## config.mk

```make
export PLATFORM = sky130hd
export DESIGN_NAME = fb_video_scanout
export DESIGN_NICKNAME = d
export VERILOG_FILES = /design/src/rtl/fb_video_scanout.sv
export SDC_FILE = /design/constraint.sdc
export NUM_CORES = 1
export LEC_CHECK = 0
export ABC_AREA = 1
export BUFFER_PORTS_ARGS = -buffer_cell sky130_fd_sc_hd__buf_2
export CELL_PAD_IN_SITES_DETAIL_PLACEMENT = 0
export CELL_PAD_IN_SITES_GLOBAL_PLACEMENT = 1
export CORE_UTILIZATION = 43
export DETAILED_ROUTE_END_ITERATION = 7
export PLACE_DENSITY_LB_ADDON = 0.1
export SKIP_LAST_GASP = 1
export SLEW_MARGIN = 20
export SYNTH_ARGS = -nofsm -noshare
export SYNTH_HDL_FRONTEND = slang
export SYNTH_SLANG_ARGS = --single-unit
```

## constraint.sdc

```tcl
create_clock -name clk -period 3.15 [get_ports clk]
set_input_delay 0.1575 -clock clk [delete_from_list [all_inputs] [get_ports clk]]
set_output_delay 0.1575 -clock clk [all_outputs]
set_load 0.1 [all_outputs]
```

## src/rtl/fb_video_scanout.sv

```systemverilog
// fb_video_scanout
//   Monochrome raster scanout engine. Runs horizontal/vertical counters,
//   fetches one 16-bit framebuffer word per 16 pixels from the read port of
//   the dual-port framebuffer RAM, and shifts each word out MSB-first as a
//   1-bit pixel stream. Blank, syncs and the frame interrupt are delayed so
//   they line up with the pixel they describe.
//
// Ports
//   clk        pixel clock, one pixel per cycle
//   reset_n    asynchronous active-low reset
//   video_en   0 forces pix low; timing and fetches keep running
//   fb_addr    word address to the RAM read port
//   fb_en      read strobe to the RAM read port
//   fb_data    RAM read data, valid the cycle after fb_en
//   pix        serialized pixel
//   blank      1 outside the visible area
//   hsync_n    horizontal sync, active low
//   vsync_n    vertical sync, active low
//   frame_irq  one-cycle pulse at start of vertical blank
module fb_video_scanout #(
    parameter int          H_ACTIVE = 1152,
    parameter int          H_FP     = 40,
    parameter int          H_SYNC   = 128,
    parameter int          H_BP     = 208,
    parameter int          V_ACTIVE = 900,
    parameter int          V_FP     = 2,
    parameter int          V_SYNC   = 4,
    parameter int          V_BP     = 31,
    parameter logic [16:0] FB_BASE  = 17'h0,
    parameter bit          INVERT   = 1'b0
) (
    input  logic        clk,
    input  logic        reset_n,
    input  logic        video_en,
    output logic [16:0] fb_addr,
    output logic        fb_en,
    input  logic [15:0] fb_data,
    output logic        pix,
    output logic        blank,
    output logic        hsync_n,
    output logic        vsync_n,
    output logic        frame_irq
);

    localparam int H_TOTAL = H_ACTIVE + H_FP + H_SYNC + H_BP;
    localparam int V_TOTAL = V_ACTIVE + V_FP + V_SYNC + V_BP;
    // One spare bit so window end points equal to the total still fit.
    localparam int HW = $clog2(H_TOTAL + 1);
    localparam int VW = $clog2(V_TOTAL + 1);

    localparam logic [HW-1:0] H_LAST = HW'(H_TOTAL - 1);
    localparam logic [HW-1:0] H_ACT  = HW'(H_ACTIVE);
    localparam logic [HW-1:0] HS_BEG = HW'(H_ACTIVE + H_FP);
    localparam logic [HW-1:0] HS_END = HW'(H_ACTIVE + H_FP + H_SYNC);
    localparam logic [VW-1:0] V_LAST = VW'(V_TOTAL - 1);
    localparam logic [VW-1:0] V_ACT  = VW'(V_ACTIVE);
    localparam logic [VW-1:0] VS_BEG = VW'(V_ACTIVE + V_FP);
    localparam logic [VW-1:0] VS_END = VW'(V_ACTIVE + V_FP + V_SYNC);

    logic [HW-1:0] hcnt, h_nxt;
    logic [VW-1:0] vcnt, v_nxt;
    logic          started;
    logic [16:0]   ptr, ptr_src;
    logic          fetch_nxt, frame_end;
    logic          active_c, hs_c, vs_c, irq_c;
    logic          blank_d1, hsync_d1, vsync_d1, irq_d1;
    logic          fetch_d;
    logic [15:0]   shifter;
    logic          pix_bit;

    // The counters hold at (0,0) for the first edge after reset so that the
    // registered fetch strobe for pixel (0,0) is issued on that edge and is
    // then high in the same cycle the counters sit at (0,0).
    always_comb begin
        h_nxt = hcnt;
        v_nxt = vcnt;
        if (started) begin
            if (hcnt == H_LAST) begin
                h_nxt = '0;
                v_nxt = (vcnt == V_LAST) ? '0 : vcnt + 1'b1;
            end else begin
                h_nxt = hcnt + 1'b1;
            end
        end
    end

    // Fetch decision is made one cycle ahead from the next counter value,
    // which keeps fb_en registered yet aligned with hcnt[3:0]==0.
    assign fetch_nxt = (h_nxt < H_ACT) && (v_nxt < V_ACT) && (h_nxt[3:0] == 4'd0);
    assign frame_end = started && (hcnt == H_LAST) && (vcnt == V_LAST);
    assign ptr_src   = frame_end ? FB_BASE : ptr;

    assign active_c = started && (hcnt < H_ACT) && (vcnt < V_ACT);
    assign hs_c     = started && (hcnt >= HS_BEG) && (hcnt < HS_END);
    assign vs_c     = started && (vcnt >= VS_BEG) && (vcnt < VS_END);
    assign irq_c    = started && (hcnt == '0) && (vcnt == V_ACT);

    // The word arriving from the RAM goes straight to the pixel register on
    // its load cycle; the shifter keeps only the 15 bits still to come.
    assign pix_bit = fetch_d ? fb_data[15] : shifter[15];

    always_ff @(posedge clk or negedge reset_n) begin
        if (!reset_n) begin
            started <= 1'b0;
            hcnt    <= '0;
            vcnt    <= '0;
            ptr     <= FB_BASE;
            fb_en   <= 1'b0;
            fb_addr <= FB_BASE;
        end else begin
            started <= 1'b1;
            hcnt    <= h_nxt;
            vcnt    <= v_nxt;
            fb_en   <= fetch_nxt;
            if (fetch_nxt) begin
                fb_addr <= ptr_src;
                ptr     <= ptr_src + 17'd1;
            end else if (frame_end) begin
                ptr     <= FB_BASE;
            end
        end
    end

    always_ff @(posedge clk or negedge reset_n) begin
        if (!reset_n) begin
            blank_d1  <= 1'b1;
            hsync_d1  <= 1'b1;
            vsync_d1  <= 1'b1;
            irq_d1    <= 1'b0;
            blank     <= 1'b1;
            hsync_n   <= 1'b1;
            vsync_n   <= 1'b1;
            frame_irq <= 1'b0;
        end else begin
            blank_d1  <= ~active_c;
            hsync_d1  <= ~hs_c;
            vsync_d1  <= ~vs_c;
            irq_d1    <= irq_c;
            blank     <= blank_d1;
            hsync_n   <= hsync_d1;
            vsync_n   <= vsync_d1;
            frame_irq <= irq_d1;
        end
    end

    always_ff @(posedge clk or negedge reset_n) begin
        if (!reset_n) begin
            fetch_d <= 1'b0;
            shifter <= '0;
            pix     <= 1'b0;
        end else begin
            fetch_d <= fb_en;
            shifter <= fetch_d ? {fb_data[14:0], 1'b0} : {shifter[14:0], 1'b0};
            // blank_d1 is the blank of the pixel being registered here.
            pix     <= (pix_bit ^ INVERT) & video_en & ~blank_d1;
        end
    end

endmodule
```

; After elaboration in Yosys (flattened, before gate mapping)
; Cells that the tools add are included.
[totals]
register_bits = 83
inputBits = 19
output_inout_bits = 23
wordCells = 60
[op_classes]
n_addsub = 3
eq_ne = 3
n_bitwise = 6
n_lt_le_gt_ge = 8
n_mux = 9
reduce_logical = 14
[op_table]
columns = operator, n
row1 = 2-to-1 mux 17 bit, 2
row2 = "less-than comparator 11 bit, second input constant", 3
row3 = "less-than comparator 10 bit, second input constant", 3
row4 = 2-to-1 mux 10 bit, 3
row5 = 2-to-1 mux 11 bit, 2
row6 = "== test 10 bit, second input constant", 2
row7 = "adder 17 x 1 -> 17 bit, second input constant", 1
row8 = 2-to-1 mux 16 bit, 1
row9 = logical AND 1 bit, 12
row10 = "adder 11 x 1 -> 11 bit, second input constant", 1
row11 = "== test 11 bit, second input constant", 1
row12 = "greater-or-equal comparator 11 bit, second input constant", 1
row13 = logical NOT 11 bit, 1
row14 = "adder 10 x 1 -> 10 bit, second input constant", 1
row15 = "greater-or-equal comparator 10 bit, second input constant", 1
row16 = logical NOT 4 bit, 1
row17 = inverter 1 bit, 4
row18 = bitwise AND 1 bit, 2
row19 = 2-to-1 mux 1 bit, 1

; Depth between registers and ports, before layout
; Gate-level depths: netlist of run 1.
[depth]
ltp_word = 8
ltp_mapped = 20
mapped_depth_nobuf = 18

; Least setup slack after synthesis of run 1
; Ideal clock, no wire load.
[synth_path]
path_kind = reg2reg
startpoint = register hcnt[0]
endpoint = register ptr[16]
path_buffers = 2
required_ns = 3.034
setup_ns = 0.116
path_stages_with_launch = 21
synth_period_minus_slack_ns = 2.451
arrival_ns = 2.334
slack_ns = 0.699
cell_sequence = dfrtp_1 -> ha_1 -> nand2_1 -> inv_1 -> nand3_1 -> nor2_4 -> nand2_1 -> buf_2 -> buf_2 -> nand2_1 -> inv_1 -> ha_1 -> nand4_1 -> inv_1 -> nand2_1 -> inv_1 -> nand2_1 -> nand2_1 -> nand2_1 -> nand2_1 -> nand2_1
[synth_via]
elab_cells_between_ends = 16
classes_between = add/sub (2) / order compare (2) / eq/ne (1) / mux (6) / reduce/logical (5)
[synth_rtl]
columns = item, line
row1 = start: declaration, 60  ; logic [HW-1:0] hcnt, h_nxt;
row2 = start signal: assignment, 112  ; hcnt <= h_nxt;
row3 = == test 11 bit, 90  ; assign frame_end = started && (hcnt == H_LAST) && (vcnt == V_LAST);
row4 = logical AND 1 bit (2 in a row), 90
row5 = 2-to-1 mux 17 bit, -
row6 = via ptr_src[0], 63  ; logic [16:0] ptr, ptr_src;
row7 = adder 17 x 1 -> 17 bit, 117  ; ptr <= ptr_src + 17'd1;
row8 = 2-to-1 mux 17 bit, 115  ; if (fetch_nxt) begin
row9 = end signal: assignment, 117
row10 = end: declaration, 63
; The timed path passes the listed nets, and every way through them passes these cells.
; A chain may end at the register's enable or synchronous reset.

; Worst setup path in the final report of run 1
[layout_path]
startpoint = register hcnt[0]
endpoint = register ptr[14]
; Same word-level chain as after synthesis.

==> summary.md, run 1 <==
| Metric | Value |
|---|---|
| Final antenna-violating net count | `0` |
| FF-to-FF End | `ptr[14]$_DFF_PN0_` |
| Cells after Synth | `around 580` |
| Core Util, Final | `between 40% and 50%` |
| Via-to-Cell Ratio | `4.88` |
| Worst EP arrival | `2990 ps` |
| Final WS setup | `around 420 ps` |
| Inserted Diodes | `0` |
| Number of cells after detailed placement | `734` |
| Die extent in y | `~100 µm` |
| Largest net degree at the start of global routing | `between 80 and 90` |
| Critical path data required time | `3410 ps` |
| Number of DRC markers in iteration 0 | `210` |
| CP endpoint kind | `flop` |
| Main combinational cell family by area after synthesis | `simple AND/OR/NAND/NOR gates` |
| Finished Cell Area | `between 4000 and 5000 µm²` |
| Place WS | `approximately 440 ps` |
| LEAKAGE | `approximately 2.7 nW` |
| WL per Instance | `~13 µm` |
| Fillers | `976` |
| CTS tree | `built` |
| Clk slew on worst S/H paths | `90 ps` |
| Cell depth of the worst flop-to-flop path | `16` |
| Clock Sink Count | `82` |
| Vias in the first global route | `3314` |
| DRT Pass-1 Iters | `5` |
| Type of the worst setup path | `flop to flop` |
| RD Place Congestion | `0.885` |
| Worst-Skew Late Latency | `360 ps` |
| Syn Std Cell Area | `4320 µm²` |
| Vias | `3715` |
| Post-CTS Setup Bufs | `0` |
| Instance area at placement | `4590 µm²` |
| Xor/xnor share of the synthesized area | `under 10%` |
| Post-synth cell types | `34` |
| Fin crit share | `86.6%` |
| Row count | `36` |
| Multi-input logic area | `1870 µm²` |
| Post-DP HPWL | `6690 µm` |
| Max_slew headroom | `51.1%` |
| Clk_skew | `just over 9 ps` |
| RSZ-0062 raised after global routing | `false` |
| PortBufs | `41` |
| Register area | `2060 µm²` |
| PD cells | `576 nW/µm²` |
| Ports | `42` |
| CTS resizes | `0` |
| Number of CTS-inserted buffers | `9` |
| All-Layer GR Usage | `between 10% and 20%` |
| Max Fclk | `366 MHz` |
| Peak VDD IR | `around 0.00023 V` |
| HP Start | `fb_data[4]` |
| CP Launch Type | `flop` |
| Core area | `between 9000 and 10000 µm²` |
| Final Non-Filler Cells | `around 760` |
| Slew Limit Fails | `0` |
| Final Hold Vio Count | `0` |
| Area delta synth->final | `13.1%` |
| Compound-Gate Fraction of Synth Area | `2.95%` |
| CP max FO | `12` |
| Min-Delay Endpoint | `shifter[5]$_DFF_PN0_` |
| TNS Setup | `0 ps` |
| Synth Area in Simple Gates | `a little under two fifths` |
| Final setup vio count | `0` |
| Drt drc | `0` |
| Die Area | `10400 µm²` |
| H-tree levels | `3` |
| Initial Util | `between 40 and 50%` |
| Hold_buf cts | `10` |
| Yosys warns | `0` |
| FF+latch count, synth | `82` |
| Min Tclk post-route | `~2700 ps` |
| First-pass GRT wire length | `approximately 16000 µm` |
| Initial antenna violation count | `0` |
| Sequential area share after synthesis | `47.7%` |
| Clk buf depth | `2` |
| Setup slack, reg-to-reg | `420 ps` |
| Worst Hold Depth | `3` |
| Crit Reg-Reg Startpoint | `hcnt[0]$_DFF_PN0_` |
| Max_cap viols | `0` |
| WL final | `9600 µm` |
| Layout cells sized above 1 | `13.5%` |
| Total Nets Final | `647` |
| Root buffer cell | `clkbuf_8` |
| Adder-cell share of the synthesized area | `1.45%` |
| Hold slack | `17.5 ps` |
| Syn_nets | `599` |
| Total power | `around 2.8 mW` |
| Hold Crit Class | `input pin to flop` |
| Syn Area/Cell | `7.51 µm²` |
| Grt total ovfl | `0` |
| Die X | `102 µm` |
| Worst slew pin tran | `about 730 ps` |
| Status | `completed` |
| Mux share of post-synthesis cell area | `0%` |
layout make-up:
type                    count  area share [%]
flip-flops and latches     82            42.2
multi-input cells         404            38.3
repair buffers             55            7.04
inverters                  71            5.48
well taps                 133            3.41
clock buffers               9            2.54
clock inverters             7            1.08
logic make-up (layout without fill, tap and decap cells):
logic type | Yosys count | in the layout
AND/OR/NAND/NOR | 368 | 368
buffers and inverters | 89 | 142
flip-flops | 82 | 82
AO/OA/AOI/OAI | 23 | 23
XOR/XNOR | 7 | 7
adder cells (fa/ha/maj) | 5 | 5
other | 1 | 1
per-layer routing:
layer	wire length (µm)	track usage [%]	up-vias
met5	0	0	-
met4	108	6.37	0
met3	430	3.76	10
met2	3920	27.4	84
met1	5140	31.1	1714
li1	-	-	1907
registers in the layout (all words and copies together) (netlist names):
name and cells:
fb_addr 17, ptr 17, shifter 15, hcnt 11, vcnt 10, blank 1, blank_d1 1, fb_en 1
fetch_d 1, frame_irq 1, hsync_d1 1, hsync_n 1, irq_d1 1, pix 1, started 1, vsync_d1 1
vsync_n 1
worst max-delay path by stage:
stage | end | start | slack [ps] | cells past startpoint
after floorplan | ptr[16]$_DFF_PN0_ | hcnt[0]$_DFF_PN0_ | 700 | 20
after global placement | ptr[15]$_DFF_PN0_ | hcnt[1]$_DFF_PN0_ | 490 | 12
after detailed placement | ptr[14]$_DFF_PN0_ | hcnt[0]$_DFF_PN0_ | 440 | 16
after CTS | ptr[14]$_DFF_PN0_ | hcnt[0]$_DFF_PN0_ | 410 | 16
after global routing | ptr[14]$_DFF_PN0_ | hcnt[0]$_DFF_PN0_ | 150 | 16
final | ptr[14]$_DFF_PN0_ | hcnt[0]$_DFF_PN0_ | 420 | 16
critical path: stages, from the launching register on:
cell	delay, ps
dfrtp_1	400
ha_1	260
nand2_1	70
inv_1	50
nand3_1	120
nor2_4	90
nand2_1	220
inv_1	150
nor2_1	190
ha_1	260
nand4_1	190
nor2_1	290
nand3_1	110
nand2_1	70
nand2_1	40
nand3_1	60
nand2_1	50
Yosys cell counts:
master | instances | area share [%]
buf_2 | 7 | 0.81
nor4b_1 | 1 | 0.20
o21ai_1 | 1 | 0.12
clkinv_2 | 1 | 0.12
nand3_1 | 77 | 8.9
nand2_1 | 209 | 18
nand3b_1 | 2 | 0.35
a21oi_2 | 1 | 0.20
nand2_4 | 2 | 0.52
a32oi_1 | 1 | 0.20
nand2_2 | 3 | 0.43
nor4_1 | 1 | 0.14
nor3_2 | 1 | 0.23
nor3_1 | 4 | 0.46
nor2_2 | 3 | 0.43
buf_6 | 4 | 1.0
inv_1 | 67 | 5.8
nor2_4 | 4 | 1.0
conb_1 | 1 | 0.087
o2111ai_1 | 1 | 0.20
nand4_1 | 17 | 2.5
ha_1 | 5 | 1.4
nor2_1 | 43 | 3.7
nand4_2 | 1 | 0.29
o21ai_0 | 14 | 1.6
a31oi_1 | 1 | 0.14
buf_4 | 4 | 0.70
inv_2 | 3 | 0.26
xnor2_1 | 1 | 0.20
clkbuf_1 | 3 | 0.26
xor2_1 | 6 | 1.2
a21oi_1 | 4 | 0.46
dfstp_2 | 6 | 3.7
dfrtp_1 | 76 | 44
placed cells by master, fill, tap and decap left out, types with 3 or more instances in the layout:
master	instances
nand2_2	3
buf_4	3
nor3_1	4
nand2_1	209
inv_1	67
clkbuf_8	9
dfrtp_1	76
xor2_1	6
o21ai_0	14
buf_2	40
nand3_1	77
dfstp_2	6
nor2_1	43
a21oi_1	4
inv_6	3
nand4_1	17
nor2_4	4
ha_1	5
dlygate4sd3_1	11
nor2_2	3
clkinv_2	3
inv_2	3
power by group:
part / internal, mW / switching (mW)
logic: 0.199 / 0.574
clock network: 0.293 / 0.407
registers: 1.22 / 0.119
total: 1.71 / 1.10
Power figures use the tool's default switching activity.
==> run 2, diff against run 1 <==
--- a/config.mk
+++ b/config.mk
@@ -9,9 +9,9 @@
 export BUFFER_PORTS_ARGS = -buffer_cell sky130_fd_sc_hd__buf_2
 export CELL_PAD_IN_SITES_DETAIL_PLACEMENT = 0
 export CELL_PAD_IN_SITES_GLOBAL_PLACEMENT = 1
-export CORE_UTILIZATION = 43
+export CORE_UTILIZATION = 47
 export DETAILED_ROUTE_END_ITERATION = 7
-export PLACE_DENSITY_LB_ADDON = 0.1
+export PLACE_DENSITY = 0.91
 export SKIP_LAST_GASP = 1
 export SLEW_MARGIN = 20
 export SYNTH_ARGS = -nofsm -noshare
==> constraint.sdc (replaced) <==
create_clock -name clk -period 3.5 [get_ports clk]
set_input_delay 0.175 -clock clk [delete_from_list [all_inputs] [get_ports clk]]
set_output_delay 0.175 -clock clk [all_outputs]
set_load 0.1 [all_outputs]
==> summary.md, run 2 (same netlist as run 1, synthesis figures left out) <==
| Metric | Value |
|---|---|
| Status | `complete, but fails checks` |
| Failing checks | `DRC` |
| Post-DP HPWL | `6610 µm` |
| HP Start | `fb_data[9]` |
| Crit Reg-Reg Startpoint | `hcnt[0]$_DFF_PN0_` |
| Critical path data required time | `between 3000 and 4000 ps` |
| Final Non-Filler Cells | `726` |
| Fillers | `858` |
| Register area | `~2100 µm²` |
| Layout cells sized above 1 | `approximately an eighth` |
| Worst Hold Depth | `3` |
| Core area | `8810 µm²` |
| Largest regs | `fb_addr x17, ptr x17, shifter x15` |
| Die extent in y | `97.9 µm` |
| Initial antenna violation count | `0` |
| Final setup vio count | `0` |
| WL final | `~9400 µm` |
| CTS tree | `built` |
| Number of DRC markers in iteration 0 | `222` |
| Worst slew pin tran | `between 700 and 800 ps` |
| Largest net degree at the start of global routing | `83` |
| CTS resizes | `0` |
| Final Hold Vio Count | `0` |
| Type of the worst setup path | `flop to flop` |
| Instance area at placement | `4560 µm²` |
| All-Layer GR Usage | `21.0%` |
| Hold_buf cts | `0` |
| Cell depth of the worst flop-to-flop path | `17` |
| TNS Setup | `0 ps` |
| PD cells | `533 nW/µm²` |
| Clock Sink Count | `a little over 80` |
| Vias | `3712` |
| CP max FO | `19` |
| Comb pwr share | `27.1%` |
| DRT Pass-1 Iters | `7` |
| Grt total ovfl | `0` |
| Max_slew headroom | `between 50% and 60%` |
| H-tree levels | `3` |
| Sw power | `952 µW` |
| Multi-input logic area | `1870 µm²` |
| Root buffer cell | `clkbuf_8` |
| Fin crit share | `76.0%` |
| Sequential Power Share | `47.5%` |
| Worst EP arrival | `2900 ps` |
| Ports | `42` |
| LEAKAGE | `2.66 nW` |
| Row count | `34` |
| Final antenna-violating net count | `0` |
| WL per Instance | `approximately 13 µm` |
| Die X | `approximately 100 µm` |
| First-pass GRT wire length | `16200 µm` |
| Start point of the critical path | `hcnt[0]$_DFF_PN0_` |
| CP endpoint kind | `flop` |
| Via-to-Cell Ratio | `roughly 5.1` |
| Post-CTS Setup Bufs | `0` |
| PortBufs | `41` |
| Commonest non-fill, non-tap cell in the layout | `nand2_1` |
| Peak VDD IR | `0.000256 V` |
| Vias in the first global route | `3496` |
| Clk slew on worst S/H paths | `80 ps` |
| RD Place Congestion | `approximately 0.87` |
| Clk buf depth | `2` |
| Die Area | `9580 µm²` |
| Area delta synth->final | `10.3%` |
| Most frequent cells in the layout | `209 x nand2_1, 77 x nand3_1, 76 x dfrtp_1, 67 x inv_1, 43 x nor2_1` |
| Drt drc | `13` |
| Number of cells after detailed placement | `709` |
| CP Launch Type | `flop` |
| Slew Limit Fails | `0` |
| Finished Cell Area | `4760 µm²` |
| Worst-Skew Late Latency | `roughly 350 ps` |
| Hold Crit Class | `input pin to flop` |
| Max_cap viols | `0` |
| Sw Ratio | `a little under two fifths` |
| Inserted Diodes | `0` |
| Initial Util | `49.0%` |
| RSZ-0062 raised after global routing | `false` |
| Total Nets Final | `637` |
| Number of CTS-inserted buffers | `9` |
| Max Fclk | `376 MHz` |
| Min Tclk post-route | `2660 ps` |
| Clk_skew | `15.2 ps` |
| Clock share of power | `25.4%` |
| Power Internal | `between 1.5 and 2 mW` |
run 2: changes by cell type in the layout (fill, tap and decap cells not counted), sizes merged:
cell         change
clkinvlp         -1
inv              -3
dlygate4sd3     -10
clkbuf           +6
clkinv           -2
run 2: power groups by stage:
stage | Combinational [mW] | Sequential (mW) | Clock (mW)
after floorplan | 0.383 | 1.39 | 0
after global placement | 0.674 | 1.22 | 0
after detailed placement | 0.689 | 1.22 | 0
after CTS | 0.693 | 1.21 | 0.666
after global routing | 0.767 | 1.23 | 0.698
final | 0.687 | 1.21 | 0.646
run 2: layout make-up:
type / count / share of cell area, %
inverter: 71 / 5.62
multi-input combinational: 404 / 39.3
clock buffer: 15 / 3.70
tap: 108 / 2.84
sequential: 82 / 43.2
clock inverter: 1 / 0.184
timing repair buffer: 45 / 5.12
run 2: metal layers:
metal	share of wire, %	GRT usage (%)
met1	49	29.8
met2	45	32.4
met3	4.1	3.01
met4	1.6	8.51
met5	0	0
run 2: critical path, stage by stage, from the launching register on:
cell and delay [ps]:
dfrtp_1 390, ha_1 250, nand2_1 70, inv_1 50, nand3_1 120, nor2_4 90, nand2_1 60, buf_4 210
inv_1 110, nor2_1 180, ha_1 260, nand4_1 190, nor2_1 250, nand3_1 100, nand2_1 70, nand2_1 40
nand3_1 60, nand2_1 60
run 2: stage by stage:
stage,power [mW],hold slack [ps],setup slack (ps),util [%]
3_5_place_dp,1.91,347,842,51.8
5_1_grt,2.69,23.1,463,54.1
6_report,2.54,29.9,841,54.1
4_1_cts,2.57,16.2,847,53.9
3_3_place_gp,1.90,337,895,51.8
2_1_floorplan,1.77,-121,1050,-
run 2: worst paths after layout:
path,end,slack [ps]
max,ptr[14]$_DFF_PN0_,840
min,shifter[10]$_DFF_PN0_,30
max reg2reg,ptr[14]$_DFF_PN0_,840
min reg2reg,vsync_n$_DFF_PN1_,360
max in group asynchronous,hcnt[3]$_DFF_PN0_,2550
min in group asynchronous,pix$_DFF_PN0_,440
